`src/rtl/coax_pkg.sv`:
```
// coax_pkg: shared constants for the buffered 3270 coax transmitter.
// Sequencer state codes, frame field lengths and bi-phase helpers.
package coax_pkg;

  localparam logic [2:0] S_IDLE = 3'd0;
  localparam logic [2:0] S_QUIESCE = 3'd1;
  localparam logic [2:0] S_CODE_VIOLATION = 3'd2;
  localparam logic [2:0] S_SYNC = 3'd3;
  localparam logic [2:0] S_DATA = 3'd4;
  localparam logic [2:0] S_PARITY = 3'd5;
  localparam logic [2:0] S_END = 3'd6;

  localparam int QUIESCE_BITS = 5;
  localparam int CV_BIT_TIMES = 3;
  localparam int DATA_BITS = 10;

  // "1" is low then high, "0" is high then low.
  function automatic logic biphase(
    input logic b,
    input logic first_half
  );
    return b ? !first_half : first_half;
  endfunction

  function automatic logic even_parity(
    input logic [DATA_BITS-1:0] w
  );
    return ^w;
  endfunction

endpackage

```
`src/rtl/coax_tx_fifo.sv`:
```
// coax_tx_fifo: synchronous word FIFO with count, full and empty.
// Writes while full are dropped; pointers wrap modulo DEPTH.
module coax_tx_fifo #(
  parameter int WIDTH = 10,
  parameter int DEPTH = 16
) (
  input  logic             clk,
  input  logic             reset,
  input  logic [WIDTH-1:0] wdata,
  input  logic             push,
  input  logic             pop,
  output logic [WIDTH-1:0] rdata,
  output logic             full,
  output logic             empty
);

  localparam int AW = $clog2(DEPTH);
  localparam int CW = AW + 1;

  logic [WIDTH-1:0] mem [DEPTH];
  logic [AW-1:0] wptr;
  logic [AW-1:0] rptr;
  logic [CW-1:0] count;
  logic wr_ok;
  logic rd_ok;

  assign full = (count == CW'(DEPTH));
  assign empty = (count == '0);
  assign wr_ok = push && !full;
  assign rd_ok = pop && !empty;
  assign rdata = mem[rptr];

  // Storage array, written only on accepted pushes.
  always_ff @(posedge clk) begin
    if (wr_ok) begin
      mem[wptr] <= wdata;
    end
  end

  // Pointer advance; power-of-two depth wraps naturally.
  always_ff @(posedge clk) begin
    if (reset) begin
      wptr <= '0;
      rptr <= '0;
    end else begin
      if (wr_ok) begin
        wptr <= wptr + AW'(1);
      end
      if (rd_ok) begin
        rptr <= rptr + AW'(1);
      end
    end
  end

  // Occupancy; simultaneous push and pop leave it unchanged.
  always_ff @(posedge clk) begin
    if (reset) begin
      count <= '0;
    end else begin
      case ({wr_ok, rd_ok})
        2'b10:   count <= count + CW'(1);
        2'b01:   count <= count - CW'(1);
        default: count <= count;
      endcase
    end
  end

endmodule

```
`src/rtl/coax_buffered_tx.sv`:
```
// coax_buffered_tx: buffered 3270 coax bi-phase frame transmitter.
// Define COAX_TX_OVERFLOW_ERROR_EN to enable the overflow error pulse.
module coax_buffered_tx
  import coax_pkg::*;
#(
  parameter int CLOCKS_PER_BIT = 16,
  parameter int DEPTH = 16
) (
  input  logic       clk,
  input  logic       reset,
  input  logic [9:0] data,
  input  logic       load_strobe,
  output logic       tx,
  output logic       active,
  output logic       full,
  output logic       empty,
  output logic       error
);

  localparam int TW = $clog2(CLOCKS_PER_BIT);
  localparam logic [TW-1:0] T_LAST = TW'(CLOCKS_PER_BIT - 1);
  localparam logic [TW-1:0] T_HALF = TW'(CLOCKS_PER_BIT / 2);
  localparam logic [3:0] Q_LAST = 4'(QUIESCE_BITS - 1);
  localparam logic [3:0] CV_LAST = 4'(CV_BIT_TIMES - 1);
  localparam logic [3:0] D_LAST = 4'(DATA_BITS - 1);

  logic [2:0] state;
  logic [2:0] state_next;
  logic [TW-1:0] bit_timer;
  logic [3:0] bit_count;
  logic [DATA_BITS-1:0] shreg;
  logic par;
  logic bit_end;
  logic first_half;
  logic pop;
  logic [DATA_BITS-1:0] rdata;

  coax_tx_fifo #(
    .WIDTH(DATA_BITS),
    .DEPTH(DEPTH)
  ) u_fifo (
    .clk  (clk),
    .reset(reset),
    .wdata(data),
    .push (load_strobe),
    .pop  (pop),
    .rdata(rdata),
    .full (full),
    .empty(empty)
  );

  assign bit_end = (bit_timer == T_LAST);
  assign first_half = (bit_timer < T_HALF);
  assign pop = (state == S_SYNC) &&
               (bit_count == 4'd0) &&
               (bit_timer == '0);
  assign active = (state != S_IDLE);

  // Frame sequencer next-state decode.
  always_comb begin
    state_next = state;
    case (state)
      S_IDLE: begin
        if (!empty) state_next = S_QUIESCE;
      end
      S_QUIESCE: begin
        if (bit_end && bit_count == Q_LAST)
          state_next = S_CODE_VIOLATION;
      end
      S_CODE_VIOLATION: begin
        if (bit_end && bit_count == CV_LAST)
          state_next = S_SYNC;
      end
      S_SYNC: begin
        if (bit_end) state_next = S_DATA;
      end
      S_DATA: begin
        if (bit_end && bit_count == D_LAST)
          state_next = S_PARITY;
      end
      S_PARITY: begin
        if (bit_end)
          state_next = empty ? S_END : S_SYNC;
      end
      S_END: begin
        if (bit_end && bit_count == 4'd1)
          state_next = S_IDLE;
      end
      default: state_next = S_IDLE;
    endcase
  end

  // State register; reset aborts any frame in flight.
  always_ff @(posedge clk) begin
    if (reset) begin
      state <= S_IDLE;
    end else begin
      state <= state_next;
    end
  end

  // Bit timing; both counters restart on every state change.
  always_ff @(posedge clk) begin
    if (reset) begin
      bit_timer <= '0;
      bit_count <= '0;
    end else if (state_next != state || state == S_IDLE) begin
      bit_timer <= '0;
      bit_count <= '0;
    end else if (bit_end) begin
      bit_timer <= '0;
      bit_count <= bit_count + 4'd1;
    end else begin
      bit_timer <= bit_timer + TW'(1);
    end
  end

  // Word latch at SYNC entry, MSB-first shift through DATA.
  always_ff @(posedge clk) begin
    if (reset) begin
      shreg <= '0;
      par <= 1'b0;
    end else if (pop) begin
      shreg <= rdata;
      par <= even_parity(rdata);
    end else if (state == S_DATA && bit_end) begin
      shreg <= {shreg[DATA_BITS-2:0], 1'b0};
    end
  end

  // Line encoder.
  always_comb begin
    tx = 1'b0;
    case (state)
      S_QUIESCE: tx = biphase(1'b1, first_half);
      S_CODE_VIOLATION: begin
        tx = (bit_count == 4'd0) ||
             (bit_count == 4'd1 && first_half);
      end
      S_SYNC:   tx = biphase(1'b1, first_half);
      S_DATA:   tx = biphase(shreg[DATA_BITS-1], first_half);
      S_PARITY: tx = biphase(par, first_half);
      S_END: begin
        tx = (bit_count == 4'd0) ?
             biphase(1'b0, first_half) : 1'b1;
      end
      default:  tx = 1'b0;
    endcase
  end

`ifdef COAX_TX_OVERFLOW_ERROR_EN
  logic error_q;

  // One-cycle pulse after a write that arrived while full.
  always_ff @(posedge clk) begin
    if (reset) begin
      error_q <= 1'b0;
    end else begin
      error_q <= load_strobe && full;
    end
  end

  assign error = error_q;
`else
  assign error = 1'b0;
`endif

endmodule

```
`config.mk`:
```
export PLATFORM = sky130hd
export DESIGN_NAME = coax_buffered_tx
export DESIGN_NICKNAME = d
export VERILOG_FILES = /design/src/rtl/coax_pkg.sv /design/src/rtl/coax_tx_fifo.sv /design/src/rtl/coax_buffered_tx.sv
export SDC_FILE = /design/constraint.sdc
export NUM_CORES = 1
export LEC_CHECK = 0
export ABC_AREA = 1
export BUFFER_PORTS_ARGS = -buffer_cell sky130_fd_sc_hd__buf_2
export CORE_MARGIN = 2
export CORE_UTILIZATION = 56
export DETAILED_ROUTE_END_ITERATION = 10
export GPL_TIMING_DRIVEN = 0
export PLACE_DENSITY = 0.75
export SYNTH_ARGS = -nofsm -noshare
export SYNTH_HDL_FRONTEND = slang
export SYNTH_HIERARCHICAL = 1
export SYNTH_SLANG_ARGS = --single-unit
```
`constraint.sdc`:
```
create_clock -name clk -period 2.3 [get_ports clk]
set_clock_uncertainty 0.05 [all_clocks]
set_input_delay 0.23 -clock clk [delete_from_list [all_inputs] [get_ports clk]]
set_output_delay 0.23 -clock clk [all_outputs]
set_load 0.05 [all_outputs]
```
==> flow_metrics.py, run 1 <==
metrics = {
    "status": {
        "violations": "setup timing",
        "status": "complete, but fails checks",
    },
    "critical_path": {
        "cp.arrival_ps": 2690,
        "rr_worst_depth": 13,
        "critPathCaptureType": "flop",
        "critPathRequiredTime_ps": 2580,
        "start_kind": "flop",
        "critical_path_class": "reg -> reg",
        "critPathMaxFanout": 10,
        "rr_endpoint": "par",
        "regToRegSetupSlack_ps": -100,
    },
    "power_and_ir_drop": {
        "worst_ir_drop_vdd_v": 0.000663,
        "power.density_nw_per_um2": 768,
        "leakagePower_uw": 0.00354,
    },
    "timing": {
        "min_period_over_period": 1.04,
        "setup_violations": 2,
        "hold_slack_ps": 9.40,
        "clock.fmax_ghz": 0.416,
        "worstMarginPinSlew_ps": 718,
        "drv_slew": 0,
        "postLayoutSetupSlackWorst_ps": -102,
        "relSlewSlack": 0.521,
        "rsz0062_at_grt": "true",
        "finalHoldViolCount": 0,
        "period_needed_ps": 2400,
    },
    "yosys": {
        "yosysUniqueCellTypes": 39,
        "synthAdderAreaFrac": 0.0200,
        "synth_nets": 794,
        "synthCells": 767,
        "synth_top_family_by_area": "simple AND/OR/NAND/NOR gates",
        "syn_area_per_cell_um2": 11.4,
        "syn_area_um2": 8770,
        "synth_compound_area_frac": 0.108,
        "synth_mux_area_frac": 0.0457,
        "ys_warn_count": 6,
        "ys_seq_elements": 199,
        "synth_ff_type": "edfxtp_1",
        "ys_top_cells_by_area": "edfxtp_1 (55%), dfxtp_1 (8.9%), mux2i_1 (4.6%)",
        "yosys.area_share.simple": 0.109,
        "seq_area_frac_synth": 0.637,
        "synth_top_cell_by_area": "edfxtp_1",
        "synth_edf_count": 160,
        "synth-async-reset-ratio": 0,
        "synth_xor_xnor_area_share": 0.0190,
        "synth_top_cell_area_share": 0.548,
    },
    "global_routing": {
        "grt_overflow_total": 0,
        "grt_pass1_wl_mm": 30.4,
        "grt_pass1_vias": 5774,
        "antenna_found_initial": 0,
        "grt_max_degree": 20,
        "grt_use_total": 0.248,
    },
    "clocking": {
        "htreeDepth": 4,
        "clk_latency_ps": 440,
        "cts.sinks": 199,
        "cts-root-buf": "clkbuf_16",
        "cts_tree": "done",
        "clk_path_buf_depth": 2,
        "clk_pin_slew_worst_paths_ps": 70,
        "cts_buffers": 17,
        "cts_hold_buf": 0,
    },
    "layout": {
        "regArea_um2": 5600,
        "drive_gt1_frac": 0.171,
        "area_growth_pct": 14.3,
        "nets": 834,
        "postLayoutCellArea_um2": 10000,
        "antenna_cells": 0,
        "fillers": 1145,
        "most-common-layout-cells": "edfxtp_1 (160), nand2_1 (89), inv_1 (86), a21oi_1 (48), o21ai_0 (45)",
        "final_common_cell": "edfxtp_1",
        "final_util": 0.657,
        "multi_input_area_um2": 2790,
    },
    "route": {
        "via_per_inst": 5.73,
        "drt-wirelength-per-cell_um": 19.4,
        "drtPass1Iterations": 5,
        "dr.first_iter.drc_count": 562,
        "wl_mm": 20.0,
        "drcViolationCount": 0,
        "vias": 5912,
        "antenna_left": 0,
    },
    "die": {
        "ios": 18,
        "die-area_um2": 16700,
        "start_util": 0.574,
        "die_y_um": 129,
        "dieWidth_um": 129,
        "rows": 45,
        "core_um2": 15300,
    },
    "placement": {
        "dpl_cell_area_um2": 9130,
        "io_buffers": 16,
        "dp_hpwl_mm": 13.3,
        "gp_congestion": 0.860,
    },
    "flow_run": {
        "maxCapViolCount": 0,
    },
    "worst_hold_path": {
        "hold_path_class": "in -> reg",
        "min-delay-start": "reset",
        "hold_end": "shreg[6]",
        "hold_depth": 2,
    },
}
==> synth_stat cells (4+ instances only) <==
cell / count
buf_2: 9
nor3b_1: 8
nor2_1: 54
mux2i_1: 40
a31oi_1: 10
inv_1: 89
nor2_2: 4
a21oi_1: 48
o211ai_1: 42
xnor2_1: 6
a211oi_1: 4
clkbuf_1: 18
ha_1: 14
nand3_2: 4
edfxtp_1: 160
nand4_1: 4
dfxtp_1: 39
o21ai_0: 50
xor2_1: 13
buf_4: 5
nand2_1: 92
nand3_1: 27
==> layout make-up <==
| type | count | share of cell area |
|---|---|---|
| buffer | 35 | 0.0222 |
| sequential | 199 | 0.559 |
| tap | 211 | 0.0264 |
| multi-input combinational | 439 | 0.279 |
| clock buffer | 17 | 0.0425 |
| clock inverter | 15 | 0.0232 |
| inverter | 93 | 0.0358 |
| timing repair buffer | 22 | 0.0125 |
==> timing repair <==
action,4_1_cts,5_1_grt
pin swaps,4,3
resized for setup,37,36
buffers inserted,4,2
setup endpoints to repair,20,104
==> cell families (layout without fill, tap and decap cells) <==
family,after synthesis,after routing
multiplexers,40,40
adder cells (fa/ha/maj),14,14
other,1,1
buffers and inverters,129,182
AO/OA/AOI/OAI,159,159
XOR/XNOR,19,19
AND/OR/NAND/NOR,206,206
flip-flops,199,199
==> worst max-delay path by stage <==
stage,start,to,slack [ps],cells past startpoint
global placement,flop,par,-320,14
detailed placement,flop,par,-400,14
floorplan,bit_count[0],u_fifo/count[4],20,19
global route,bit_count[1],u_fifo/count[4],-180,19
finish,flop,par,-100,13
CTS,flop,par,-70,13
==> per-stage QoR <==
step	instances	TNS, ps	total power [µW]	setup slack (ps)
after floorplan	767	0	4350	21.4
after global placement	994	-900	4480	-323
after detailed placement	994	-1780	4500	-404
after CTS	1029	-118	7720	-65.5
after global routing	1031	-405	7930	-181
final	1031	-135	7690	-102
==> critical path: stages (launching register included) <==
cell and delay (ps):
dfxtp_2 370, buf_6 160, buf_6 170, mux2i_1 180, o21ai_0 210, o211ai_1 240
nand2_1 150, xnor2_2 250, xor2_1 180, nand2_1 90, nand3_1 70, nand3_1 80
nand2_1 60, inv_1 30
==> state kept, by name (all words and copies together) (netlist names), 3 cells and up, named ones only <==
signal,count
bit_count,4
bit_timer,4
shreg,10
state,3
u_fifo/count,5
u_fifo/mem,160
u_fifo/rptr,4
u_fifo/wptr,4
==> where the power goes <==
part	total, µW	switching [µW]	leakage (µW)	internal, µW
sequential	3980	37.8	0.00176	3950
clock	3240	1370	0.000318	1870
combinational	467	332	0.00145	135
==> per-layer routing <==
layer,GRT usage,part of all wire
met1,0.332,0.43
met2,0.388,0.48
met3,0.0702,0.075
met4,0.0927,0.018
met5,0,0
Note: power is estimated with default switching activity, not from simulation.
==> run 2, diff against run 1 <==
- CORE_UTILIZATION: 56 -> 55
- PLACE_DENSITY: 0.75 -> 0.74
==> run 2 against run 1 <==
Compared with the run above: the flow still finishes with violations (setup timing); cell area up 1.0%; die area up 1.8%; count of clock-buffer cells in the layout unchanged; maximum frequency up 0.56%; utilization down 1.2 points; flip-flop and latch count unchanged; critical path depth down 7; sequential power about the same; final cell count up 1.3%; critical endpoint is now u_fifo/mem[14][8].
==> flow_metrics.py, run 2 (synthesis results as in run 1) <==
metrics = {
    "status": {
        "status": "complete, but fails checks",
        "violations": "setup timing",
    },
    "clocking": {
        "cts_tree": "done",
        "cts.sinks": 199,
        "clk_pin_slew_worst_paths_ps": 70,
        "cts_buffers": 17,
        "clk_latency_ps": 430,
        "cts_hold_buf": 0,
        "cts-root-buf": "clkbuf_16",
        "htreeDepth": 4,
        "clk_path_buf_depth": 2,
    },
    "critical_path": {
        "critical_path_class": "reg -> reg",
        "critPathRequiredTime_ps": 2290,
        "crit_buf_inv": 1,
        "cp_slowest_cell": "nor2_1",
        "cp.arrival_ps": 2380,
        "cpPeakStageDelay_ps": 860,
        "cp_cell_sequence": "nor2_2 > nand3_2 > nand2_4 > inv_1 > nand2_1 > nor2_1",
        "critPathMaxFanout": 10,
        "crit_family": "simple AND/OR/NAND/NOR gates",
        "start_kind": "flop",
        "critPathCaptureType": "flop",
    },
    "timing": {
        "postLayoutSetupSlackWorst_ps": -88.2,
        "worstMarginPinSlew_ps": 1080,
        "rsz0062_at_grt": "true",
        "setup_violations": 21,
        "clock.fmax_ghz": 0.419,
        "min_period_over_period": 1.04,
        "relSlewSlack": 0.277,
        "period_needed_ps": 2390,
        "finalHoldViolCount": 0,
        "drv_slew": 0,
    },
    "route": {
        "antenna_left": 0,
        "drtPass1Iterations": 5,
        "drt-wirelength-per-cell_um": 19.5,
        "wl_mm": 20.4,
        "via_per_inst": 5.73,
        "dr.first_iter.drc_count": 784,
        "vias": 5983,
        "drcViolationCount": 0,
    },
    "layout": {
        "area_growth_pct": 15.5,
        "reg.largest.list": "u_fifo/mem (160), shreg (10), u_fifo/count (5)",
        "largest_reg_flops": 160,
        "antenna_cells": 0,
        "most-common-layout-cells": "edfxtp_1 (160), nand2_1 (86), inv_1 (85), a21oi_1 (47)",
        "top_register": "u_fifo/mem",
        "final_util": 0.644,
        "nets": 843,
        "drive_gt1_frac": 0.199,
        "stdcell_count": 1044,
        "final_common_cell": "edfxtp_1",
    },
    "die": {
        "ios": 18,
        "start_util": 0.558,
        "die_y_um": 130,
        "rows": 46,
        "die-area_um2": 17000,
        "core_um2": 15700,
        "dieWidth_um": 130,
    },
    "placement": {
        "gp_congestion": 0.875,
        "pre_cts_slack_ps": -355,
        "io_buffers": 16,
        "dp_hpwl_mm": 13.4,
        "dpl.cell_count": 999,
    },
    "global_routing": {
        "antenna_found_initial": 0,
        "grt_max_degree": 19,
        "grt_pass1_vias": 5758,
        "grt_pass1_wl_mm": 30.5,
        "grt_use_total": 0.246,
        "grt_overflow_total": 0,
    },
    "power_and_ir_drop": {
        "leakagePower_uw": 0.00358,
        "worst_ir_drop_vdd_v": 0.000602,
        "power.density_nw_per_um2": 713,
    },
    "flow_run": {
        "maxCapViolCount": 0,
    },
    "worst_hold_path": {
        "hold_path_class": "in -> reg",
    },
}
run 2: routing by layer:
metal	vias up	routed length (µm)	GRT usage
met5	-	0	0
met4	0	695	0.103
met3	52	1710	0.0476
met2	316	9820	0.395
met1	2832	8160	0.332
li1	2783	-	-
run 2: worst reg2reg max path, stage by stage (launching register included):
cell	delay [ps]
dfxtp_1	470
nor2_2	100
nand3_2	100
nand2_4	120
inv_1	130
nand2_1	170
nor2_1	860
run 2: area by class of cell:
type	count	area [µm²]
timing repair buffer	31	228
buffer	35	285
fill	1160	5590
clock buffer	17	425
sequential	199	5600
multi-input combinational	439	2840
tap	216	270
clock inverter	14	120
inverter	93	357
run 2: metrics by stage:
stage	setup TNS, ps	total power (µW)	cell area [µm²]	hold WS [ps]
after floorplan	0	4350	8780	249
after global placement	-928	4480	9130	390
after detailed placement	-1360	4500	9130	407
after CTS	-349	7220	9820	26.8
after global routing	-4080	7450	10100	34.2
final	-1260	7220	10100	43.6
run 2: path summary, 6_finish.rpt:
kind / start / to / slack [ps] / cells after the start
hold reg to reg: bit_timer[0] / bit_timer[0] / 380 / 1
hold / removal: reset / shreg[9] / 40 / 2
setup reg to reg: u_fifo/count[1] / u_fifo/mem[14][8] / -90 / 6
setup / recovery: u_fifo/count[1] / u_fifo/mem[14][8] / -90 / 6
run 2: timing repair:
action	4_1_cts	5_1_grt
pin swaps	2	15
resized for setup	45	69
cloned	0	2
setup endpoints to repair	15	114
endpoints found under the hold margin	0	0
setup buffers	5	8
run 2: report_power, final:
part | leakage, µW | internal, µW | switching [µW]
registers | 0.00176 | 3950 | 36.5
logic | 0.00155 | 135 | 337
clock network | 0.000261 | 1410 | 1350
==> run 3, diff against run 2 <==
- ABC_AREA: 1 -> 0
- CORE_MARGIN: 2 -> 10
- GPL_ROUTABILITY_DRIVEN: not set -> 1
==> run 3 against run 2 <==
Compared with the run above: first-iteration DRC count shrank 46%; the flow still finishes with violations (setup timing); via count down 18%; combinational power decreased by 2%; sequential share of layout area grew 1.1 points.
==> flow_metrics.py, run 3 <==
metrics = {
    "timing": {
        "relSlewSlack": 0.324,
        "setup_violations": 6,
        "worstMarginPinSlew_ps": 1010,
        "drv_slew": 0,
        "rsz0062_at_grt": "true",
        "finalHoldViolCount": 0,
        "period_needed_ps": 3090,
        "tns_ps": -2880,
        "clock.fmax_ghz": 0.324,
        "min_period_over_period": 1.34,
        "postLayoutSetupSlackWorst_ps": -787,
    },
    "global_routing": {
        "antenna_found_initial": 0,
        "grt_pass1_wl_mm": 27.9,
        "grt_max_degree": 21,
        "grt_overflow_total": 0,
        "grt_use_total": 0.181,
        "grt_pass1_vias": 4856,
    },
    "yosys": {
        "syn_area_um2": 8440,
        "seq_area_frac_synth": 0.662,
        "synth_edf_count": 160,
        "synth_top_cell_by_area": "edfxtp_1",
        "yosysUniqueCellTypes": 66,
        "ys_seq_elements": 199,
        "syn_area_per_cell_um2": 15.6,
        "synth_commonest_cells": "edfxtp_1 (160), nor2_1 (46), nand2_1 (41)",
        "synth_top_cell_area_share": 0.569,
        "synth_ff_type": "edfxtp_1",
        "synth-async-reset-ratio": 0,
        "yosysMostFrequentCell": "edfxtp_1",
        "synthCells": 542,
        "ys_top_cells_by_area": "edfxtp_1 (57%), mux4_2 (11%), dfxtp_1 (9.2%)",
        "synth_nets": 569,
        "ys_warn_count": 6,
    },
    "critical_path": {
        "critPathRequiredTime_ps": 2560,
        "cp_cell_sequence": "inv_2 > ha_2 > or4b_4 > or3_4 > clkinv_8 > o21ai_4 > inv_2 > ha_4 > buf_8 > xor2_1 > ha_2 > inv_2 > a21o_1 > a221oi_2 > mux2_4",
        "start_kind": "flop",
        "cp_slowest_cell": "or4b_4",
        "cp.arrival_ps": 3350,
        "critical_path_class": "reg -> reg",
        "crit_buf_inv": 5,
        "crit_family": "simple AND/OR/NAND/NOR gates",
        "cpPeakStageDelay_ps": 440,
        "crit_top_cell": "inv_2",
        "critPathCaptureType": "flop",
        "critPathMaxFanout": 2,
    },
    "route": {
        "antenna_left": 0,
        "drt-wirelength-per-cell_um": 22.2,
        "drcViolationCount": 0,
        "wl_mm": 17.8,
        "vias": 4893,
        "dr.first_iter.drc_count": 423,
        "drtPass1Iterations": 5,
        "via_per_inst": 6.10,
    },
    "power_and_ir_drop": {
        "pwr-share-comb": 0.062,
        "switching_share": 0.233,
        "leakagePower_uw": 0.00327,
        "worst_ir_drop_vdd_v": 0.000567,
        "power.density_nw_per_um2": 747,
        "p_int_uw": 5680,
        "switchingPower_uw": 1730,
        "pwr-share-seq": 0.534,
        "clock_power_share": 0.403,
    },
    "die": {
        "core_um2": 15100,
        "ios": 18,
        "die_y_um": 144,
        "start_util": 0.557,
        "rows": 45,
        "die-area_um2": 20700,
        "dieWidth_um": 144,
    },
    "clocking": {
        "clk_path_buf_depth": 2,
        "clk_latency_ps": 430,
        "htreeDepth": 4,
        "cts_buffers": 17,
        "clk_pin_slew_worst_paths_ps": 70,
        "cts-root-buf": "clkbuf_16",
        "cts.sinks": 199,
        "cts_tree": "done",
    },
    "layout": {
        "postLayoutCellArea_um2": 9910,
        "largest_reg_flops": 160,
        "stdcell_count": 802,
        "top_register": "u_fifo/mem",
        "drive_gt1_frac": 0.342,
        "most-common-layout-cells": "edfxtp_1 (160), mux4_2 (40), nand2_1 (37), dfxtp_1 (34), nor2_1 (33)",
        "final_util": 0.654,
        "area_growth_pct": 17.4,
        "reg.largest.list": "u_fifo/mem (160), shreg (10), u_fifo/count (5)",
        "fillers": 1030,
        "nets": 628,
        "final_common_cell": "edfxtp_1",
        "antenna_cells": 0,
    },
    "placement": {
        "io_buffers": 16,
        "dpl_cell_area_um2": 8900,
        "dpl.cell_count": 746,
        "pre_cts_slack_ps": -1040,
        "dp_hpwl_mm": 11.1,
        "gp_congestion": 0.870,
    },
    "worst_hold_path": {
        "hold_path_class": "in -> reg",
    },
    "status": {
        "status": "complete, but fails checks",
        "violations": "setup timing",
    },
    "flow_run": {
        "maxCapViolCount": 0,
    },
}
-- run 3: changes by cell type in the layout (fill, tap and decap cells not counted), moves of 11 or more --
cell	previous run	this run
a21oi_1	47	9
o211ai_1	42	3
a22oi_1	0	12
inv_1	85	7
mux2i_1	35	3
nand3_1	26	9
o21ai_0	42	4
nand2_1	86	37
mux4_2	0	40
buf_4	15	26
-- run 3: through the flow --
| step | hold slack, ps | total power (µW) |
|---|---|---|
| 3_3_place_gp | 405 | 4410 |
| 6_report | 114 | 7410 |
| 5_1_grt | 122 | 7640 |
| 3_5_place_dp | 416 | 4430 |
| 2_1_floorplan | 279 | 4290 |
| 4_1_cts | 104 | 7430 |
-- run 3: worst paths after layout --
check,startpoint,to,slack [ps],cells after the start
worst max-delay path,bit_timer[0],u_fifo/count[4],-790,15
worst min-delay path,reset,u_fifo/count[3],110,3
worst max register to register,bit_timer[0],u_fifo/count[4],-790,15
worst min register to register,shreg[8],shreg[8],430,2
-- run 3: what timing repair did --
action	4_1_cts	5_1_grt
hold endpoints to repair	0	0
buffers inserted	22	9
setup endpoints to repair	111	81
gates resized for setup	40	28
hold buffers	0	0
pin swaps	21	18
-- run 3: logic make-up (layout without fill, tap and decap cells) --
family | after synthesis | in the layout | synth area share
fa+ha+maj | 14 | 14 | 0.0208
other cells | 1 | 1 | 0.000444
simple gates | 144 | 144 | 0.0827
buf+inv | 47 | 119 | 0.0262
mux | 44 | 44 | 0.112
xor+xnor | 21 | 21 | 0.0234
compound gates | 72 | 72 | 0.0731
flops | 199 | 199 | 0.662
-- run 3: power by group through the flow --
stage / logic, µW / clock network (µW) / registers [µW]
3_3_place_gp: 377 / 0 / 4040
5_1_grt: 502 / 3170 / 3960
4_1_cts: 434 / 3040 / 3960
3_5_place_dp: 388 / 0 / 4040
2_1_floorplan: 260 / 0 / 4030
6_report: 462 / 2990 / 3960
-- run 3: layout make-up --
class	count	area, µm²	area share
plain buffers	30	236	0.0239
inverters	15	68.8	0.00694
clock buffers	17	425	0.0429
repair buffers	42	292	0.0294
multi-input cells	296	2890	0.291
clock inverters	15	175	0.0177
flip-flops and latches	199	5590	0.564
well taps	188	235	0.0237
-- run 3: worst min-delay path, cell delays in order --
cell and delay (ps):
buf_2 110, or3b_4 120, o311ai_1 80
-- run 3: per-layer routing --
metal  GRT usage  routed length, µm  share of wire
met4      0.0559                171         0.0096
met2       0.289               8870           0.50
met3      0.0350               1040          0.058
met1       0.245               7720           0.43
met5           0                  0              0
